**src/rtl/rot_sw_7seg_pkg.sv**
```systemverilog
// Shared constants for the rotary-switch 7-segment display: segment patterns,
// drive polarity and the debounce counter sizing helper.
package rot_sw_7seg_pkg;

  localparam logic SEG_ON  = 1'b0;
  localparam logic SEG_OFF = 1'b1;

  localparam logic [6:0] SEG_BLANK = {7{SEG_OFF}};

  // Bit order {A,B,C,D,E,F,G}, active-low
  localparam logic [6:0] SEG_PAT [16] = '{
    7'b0000001, 7'b1001111, 7'b0010010, 7'b0000110,
    7'b1001100, 7'b0100100, 7'b0100000, 7'b0001111,
    7'b0000000, 7'b0000100, 7'b0001000, 7'b1100000,
    7'b0110001, 7'b1000010, 7'b0110000, 7'b0111000
  };

  function automatic int cnt_width(input int db_cycles);
    return $clog2(db_cycles + 1);
  endfunction

endpackage

```
**src/rtl/rot_sw_7seg_if.sv**
```systemverilog
// Code-to-segment bus between a hex source and a 7-segment decoder.
interface rot_sw_7seg_if;
  logic [3:0] code;
  logic [6:0] seg;

  modport master (output code, input  seg);
  modport slave  (input  code, output seg);
endinterface

```
**src/rtl/rot_sw_7seg_dec.sv**
```systemverilog
// hex_to_7seg: purely combinational 4-bit to active-low 7-segment decoder.
module hex_to_7seg
  import rot_sw_7seg_pkg::*;
(
  rot_sw_7seg_if.slave bus
);

  assign bus.seg = SEG_PAT[bus.code];

endmodule

```
**src/rtl/rot_sw_7seg.sv**
```systemverilog
// Rotary hex switch to 7-segment display: 2-flop synchronizer, stability
// debounce, display-valid flag and flop-driven segment/decimal-point outputs.
module rot_sw_7seg
  import rot_sw_7seg_pkg::*;
#(
  parameter int DB_CYCLES = 4
) (
  input  logic CLK,
  input  logic RST_N,
  input  logic R3,
  input  logic R2,
  input  logic R1,
  input  logic R0,
  output logic A,
  output logic B,
  output logic C,
  output logic D,
  output logic E,
  output logic F,
  output logic G,
  output logic Dp
);

  localparam int CNT_W = cnt_width(DB_CYCLES);
  localparam logic [CNT_W-1:0] CNT_SAT = CNT_W'(DB_CYCLES);
  localparam logic [CNT_W-1:0] CNT_ACC = CNT_W'(DB_CYCLES - 1);

  logic [3:0]       sync_p0, sync_p1, prev_p2;
  logic [CNT_W-1:0] cnt_p2, cnt_nxt;
  logic [3:0]       disp_code;
  logic             disp_vld;
  logic             diff, accept;
  logic [6:0]       seg_p3;
  logic             dp_p3;

  rot_sw_7seg_if dec_bus ();

  assign dec_bus.code = disp_code;

  hex_to_7seg u_dec (.bus(dec_bus));

  // cnt_p2 holds (cycles the code has been stable) - 1, saturating at DB_CYCLES
  // so acceptance fires exactly once per stable run.
  always_comb begin
    diff    = (sync_p1 != prev_p2);
    cnt_nxt = cnt_p2;
    if (diff)
      cnt_nxt = '0;
    else if (cnt_p2 != CNT_SAT)
      cnt_nxt = cnt_p2 + CNT_W'(1);
    // A code already settled at reset release is still taken once
    accept = (cnt_nxt == CNT_ACC) || (!disp_vld && (cnt_nxt == CNT_SAT));
  end

  always_ff @(posedge CLK or negedge RST_N) begin
    if (!RST_N) begin
      sync_p0   <= '0;
      sync_p1   <= '0;
      prev_p2   <= '0;
      cnt_p2    <= '0;
      disp_code <= '0;
      disp_vld  <= 1'b0;
      seg_p3    <= SEG_BLANK;
      dp_p3     <= SEG_OFF;
    end else begin
      // stage 0/1: synchronizer
      sync_p0 <= {R3, R2, R1, R0};
      sync_p1 <= sync_p0;
      // stage 2: stability tracking and acceptance
      prev_p2 <= sync_p1;
      cnt_p2  <= cnt_nxt;
      if (accept) begin
        disp_code <= sync_p1;
        disp_vld  <= 1'b1;
      end
      // stage 3: output registers
      seg_p3 <= disp_vld ? dec_bus.seg : SEG_BLANK;
      dp_p3  <= (disp_vld && (sync_p1 != disp_code)) ? SEG_ON : SEG_OFF;
    end
  end

  assign {A, B, C, D, E, F, G} = seg_p3;
  assign Dp = dp_p3;

endmodule

```
**config.mk**
```make
export PLATFORM = sky130hd
export DESIGN_NAME = rot_sw_7seg
export DESIGN_NICKNAME = d
export VERILOG_FILES = /design/src/rtl/rot_sw_7seg_pkg.sv /design/src/rtl/rot_sw_7seg_if.sv /design/src/rtl/rot_sw_7seg_dec.sv /design/src/rtl/rot_sw_7seg.sv
export SDC_FILE = /design/constraint.sdc
export NUM_CORES = 1
export LEC_CHECK = 0
export CORE_ASPECT_RATIO = 1.75
export CORE_MARGIN = 2
export CORE_UTILIZATION = 45
export CTS_BUF_LIST = sky130_fd_sc_hd__clkbuf_8
export DETAILED_ROUTE_END_ITERATION = 10
export PLACE_DENSITY = 0.66
export SYNTH_ARGS = -nofsm -noshare
export SYNTH_HDL_FRONTEND = slang
export SYNTH_SLANG_ARGS = --single-unit
export TNS_END_PERCENT = 1
```
**constraint.sdc**
```tcl
create_clock -name CLK -period 4.8 [get_ports CLK]
set_input_delay 1.44 -clock CLK [delete_from_list [all_inputs] [get_ports CLK]]
set_output_delay 1.44 -clock CLK [all_outputs]
set_load 0.01 [all_outputs]
```
After elaboration in Yosys (flattened, before gate mapping)
Memory sizes are Yosys's and may differ from the RTL's.
Cells that the tools add are included.
W data, S select, Z words.

storage, ports and cells
  register bits after elaboration = 28
  memory bits (read-only) = 112
  output and inout bits = 8
  memories = 1

cells by class
  $add $sub $neg = 1
  $lt $le $gt $ge = 1
  equality and inequality tests = 5
  multiplexer cells = 6
  bitwise gates (word level) = 1
  reduce and logical (&&, ||, !) cells = 4

memory list
  memory            depth  bits a word  rd ports  clocked after memory_dff  write ports  RTL line              RTL
  (name not given)  16     7            1         0                         0            rot_sw_7seg_dec.sv:8  assign bus.seg = SEG_PAT[bus.code];

operators by type and width
  kind                   count
  $mux W7                3
  $ne A4 B4 Y1           2
  $mux W3                2
  $ge A5 B5 Y1 const B   1
  $not A4 Y5             1
  $add A3 B1 Y3 const B  1
  $eq A3 B2 Y1 const B   1
  $eq A3 B3 Y1 const B   1
  $ne A3 B3 Y1 const B   1
  $logic_and A1 B1 Y1    2
  $logic_not A1 Y1       1
  $logic_or A1 B1 Y1     1
  $mux W1                1

Logic depth before layout (Yosys ltp)
  depth after elaboration = 6
  gate-level depth with buffers = 6
  mapped depth without buffers = 6

Cells and area by module
Synthesis repeated with hierarchy kept, for this count alone.

second synthesis, totals
  cell total of the unflattened synthesis = 100
  area total of the unflattened synthesis = 1328.8 µm²

modules (own cells, without submodules)
  module       instances  cells each  area an instance (µm²)  seq. area each (µm²)
  rot_sw_7seg  1          69          1066.0                  710.7
  hex_to_7seg  1          31          262.8                   0.0

Worst setup path before layout
No wires, ideal clock.

  path type = register to output
  start = reg seg_p3[6]
  end = out A
  data arrival time = 0.520 ns
  data required time = 3.360 ns
  slack = 2.840 ns
  stages on the path, launching flop included = 1
  buffers on the path = 0
  cells stage by stage = dfstp_2

RTL lines
  item                      RTL line           RTL
  start: declaration        rot_sw_7seg.sv:33  logic [6:0] seg_p3;
  start signal: assignment  rot_sw_7seg.sv:77  seg_p3 <= disp_vld ? dec_bus.seg : SEG_BLANK;
  end: declaration          rot_sw_7seg.sv:14  output logic A,

No word-level cell between the ends.

Worst setup path after layout
  start = reg seg_p3[6]
  end = out A

No word-level cell between the ends.

==> impl_metrics.csv <==
group,metric,value,unit
outcome,run_status,"finished clean",
logic_synthesis,post_synthesis_cell_count,103,
logic_synthesis,number_of_enable_type_register_cells_in_the_synthesized_netlist,0,
logic_synthesis,synth_cell_type_count,31,
clocking,worst_skew_late_latency,260,ps
critical_path,cp_max_fo,1,
pwr,p_int,452.9,uW
route,drt-wirelength-per-cell,12.86,um
sta,drv_slew,0,
critical_path,critPathRequiredTime,3360,ps
critical_path,path_delay_family,"flip-flops",
pwr,sequentialPowerShare,51.5,%
global_route,grt_first_pass_wirelength,3305,um
hold_path,hold_start,"sync_p0[1]",
critical_path,worst_setup_path_end_kind,"primary output",
sta,timing.final.ws_setup,2047,ps
clocking,tritoncts.num_buffers,3,
die,die-area,0.003250,mm^2
clocking,tritoncts,"done",
sta,fin_skew,2.224,ps
logic_synthesis,postSynthRegisterBits,28,
pwr,comb_power_share,18.8,%
cells_and_area,antennaDiodeCount,0,
clocking,post_cts.resized_instances,0,
route,detailroute.via_count,767,
route,first_pass_detailed_route_iteration_total,3,
logic_synthesis,synth_common_cells,"dfrtp_1 (20), dfstp_2 (8), ha_1 (8)",
critical_path,start_kind,"flop",
clocking,cts.root.buffer_cell,"clkbuf_8",
critical_path,reg2regPathDepth,6,
placement,post-place-ws,1903,ps
route,first_iter_violations,6,
global_route,grt_antenna_before_repair,0,
die,fp.coreArea,0.002690,mm^2
logic_synthesis,synthMostInstantiatedCell,"dfrtp_1",
critical_path,cp_slowest_stage_delay,530,ps
sta,setup_repair_after_global_routing_missed_its_margin,"false",
placement,io_buffer_count,13,
hold_path,hp-class,"flop to flop",
critical_path,critPathKind,"flop to primary output",
pwr,switching_share,24.31,%
cells_and_area,layout.area.seq,710.7,um^2
critical_path,crit_buf_inv,1,
logic_synthesis,post_synthesis_sequential_area_ratio,56.52,%
critical_path,crit_chain,"clkdlybuf4s50_1",
die,die_w,43.96,um
sta,setup_viol_count_final,0,
cells_and_area,area_taken_by_multi_input_logic_gates,503.0,um^2
pwr,power.net_switching,145.5,uW
global_route,grt.total_usage,13.54,%
die,start_util,46.74,%
sta,max-slew-margin-rel,24.14,%
cells_and_area,flow.area_growth_from_synthesis,17.31,%
die,number_of_top_level_design_ports,14,
pwr,powerDensity,405.6,mW/mm^2
cells_and_area,final_util,54.84,%
route,drt.antenna.violating_nets,0,
route,routed_wirelength,1839,um
sta,final_hold_fails,0,
logic_synthesis,syn-mean-instance-area,12.21,um^2
sta,tightest_slew,1134,ps
logic_synthesis,synth_top_cell_area_share,39.80,%
die,die_h,73.93,um
logic_synthesis,synth_area_leaders,"dfrtp_1 (40%), dfstp_2 (17%), ha_1 (8.0%), mux2_2 (3.6%), xnor2_1 (3.5%)",
pwr,clockPowerShare,29.8,%
job,max-cap-violations,0,
sta,totalNegativeSetupSlack,0,ps
cells_and_area,finalNetCount,131,
global_route,grt_max_degree,29,
placement,gpl_congestion,0.7357,
clocking,htree_num_levels,1,
pwr,peakVddDrop,0.2469,mV
cells_and_area,layout-drive-gt1-share,16.38,%
hold_path,timing.hold.worst_path_depth,0,
logic_synthesis,async_flop_share,100.0,%
pwr,p_leak,0.6106,nW
clocking,numClockSinks,28,
critical_path,critical_path_arrival,1310,ps
sta,clock_period_minus_worst_slack,2753,ps
logic_synthesis,ys.flop_type,"dfrtp_1",
cells_and_area,num-fill-cells,240,
clocking,cts_hold_repair.buffers,0,
hold_path,worstHoldEndpoint,"sync_p1[1]",
critical_path,worstReg2RegEnd,"dec_bus.code[2]",
route,drt-vias-per-instance,5.364,
sta,max_clock_freq,363.2,MHz
logic_synthesis,synth-warning-count,0,
critical_path,timing.critical_path.depth,1,
route,drc,0,
sta,timing.final.crit_share,57.36,%
critical_path,rr_startpoint,"cnt_p2[0]",
die,num_rows,25,
global_route,number_of_global_route_vias_before_repair,797,
clocking,max-clock-path-buffers,2,
clocking,cts_setup_buffers,0,
placement,dpl.hpwl,1441,um
logic_synthesis,mappedNetlistArea,0.001257,mm^2
logic_synthesis,synth_top_cell_by_area,"dfrtp_1",
global_route,gr_ovfl_total,0,
critical_path,reg2reg_setup_slack,2810,ps
critical_path,slowest_cell_on_crit_path,"dfstp_2",
clocking,path_clk_slew,90,ps
logic_synthesis,synth_fp_nets,117,
==> placed cells by master, fill, tap and decap left out, types with 2 or more instances in the layout <==
master | synthesis | layout
inv_1 | 7 | 7
mux2i_1 | 2 | 2
o21ai_0 | 6 | 6
nand3_1 | 2 | 2
clkbuf_8 | 0 | 3
o211ai_1 | 3 | 3
o31a_1 | 2 | 2
o311ai_0 | 2 | 2
nor2b_1 | 3 | 3
nor2_1 | 5 | 5
nand4_1 | 2 | 2
xor2_1 | 4 | 4
dfstp_2 | 8 | 8
xnor2_1 | 5 | 5
mux2_2 | 4 | 4
dfrtp_1 | 20 | 20
ha_1 | 8 | 8
clkdlybuf4s50_1 | 0 | 13
nand2_1 | 5 | 5
==> per-stage QoR <==
step | total power, mW | std cells | hold WS, ps | area (um^2)
global route | 0.6329 | 143 | 362.5 | 1475
global placement | 0.4240 | 139 | 332.8 | 1404
floorplan | 0.3734 | 103 | 331.2 | 1257
detailed placement | 0.4276 | 139 | 337.8 | 1404
finish | 0.5984 | 143 | 355.4 | 1475
CTS | 0.6055 | 143 | 358.9 | 1475
==> state kept, by name, indices dropped and copies added (netlist names) <==
signal and flops:
Dp 1, cnt_p2 3, dec_bus.code 4, disp_vld 1, prev_p2 4, seg_p3 7
sync_p0 4, sync_p1 4
==> per-layer routing <==
layer  vias to the layer above  global-route usage [%]  part of all wire [%]
met5                         -                       0                     0
met4                         0                   6.061                   1.1
met3                         2                   2.184                   2.6
met2                        10                   25.98                    57
met1                       381                   13.69                    39
li1                        374                       -                     -
==> area by class of cell <==
| class | instances | share of cell area [%] |
|---|---|---|
| clock buffer | 3 | 2.799 |
| inverter | 7 | 1.781 |
| tap | 27 | 2.290 |
| multi-input combinational | 64 | 34.10 |
| timing repair buffer | 13 | 8.821 |
| sequential | 28 | 48.18 |
| clock inverter | 1 | 2.036 |
==> logic make-up after synthesis <==
family | share of synthesized area [%]
buffers and inverters | 3.482
flip-flops | 56.52
adder cells (fa/ha/maj) | 7.961
multiplexers | 5.174
XOR/XNOR | 6.268
AO/OA/AOI/OAI | 10.45
AND/OR/NAND/NOR | 10.15
==> power by group through the flow <==
stage / clock network, mW / registers, mW / logic, mW
after detailed placement: 0 / 0.313 / 0.114
after global placement: 0 / 0.312 / 0.112
after global routing: 0.192 / 0.313 / 0.127
final: 0.178 / 0.308 / 0.112
after CTS: 0.182 / 0.309 / 0.114
after floorplan: 0 / 0.305 / 0.0682
==> how the worst max path moves through the flow <==
stage / start / to / slack [ps]
floorplan: seg_p3[6] / A / 2840
global placement: RST_N / cnt_p2[2] / 2000
detailed placement: RST_N / cnt_p2[2] / 1900
CTS: seg_p3[6] / A / 2030
global route: seg_p3[6] / A / 2010
finish: seg_p3[6] / A / 2050
No activity file was read; power rests on OpenSTA's default activity.
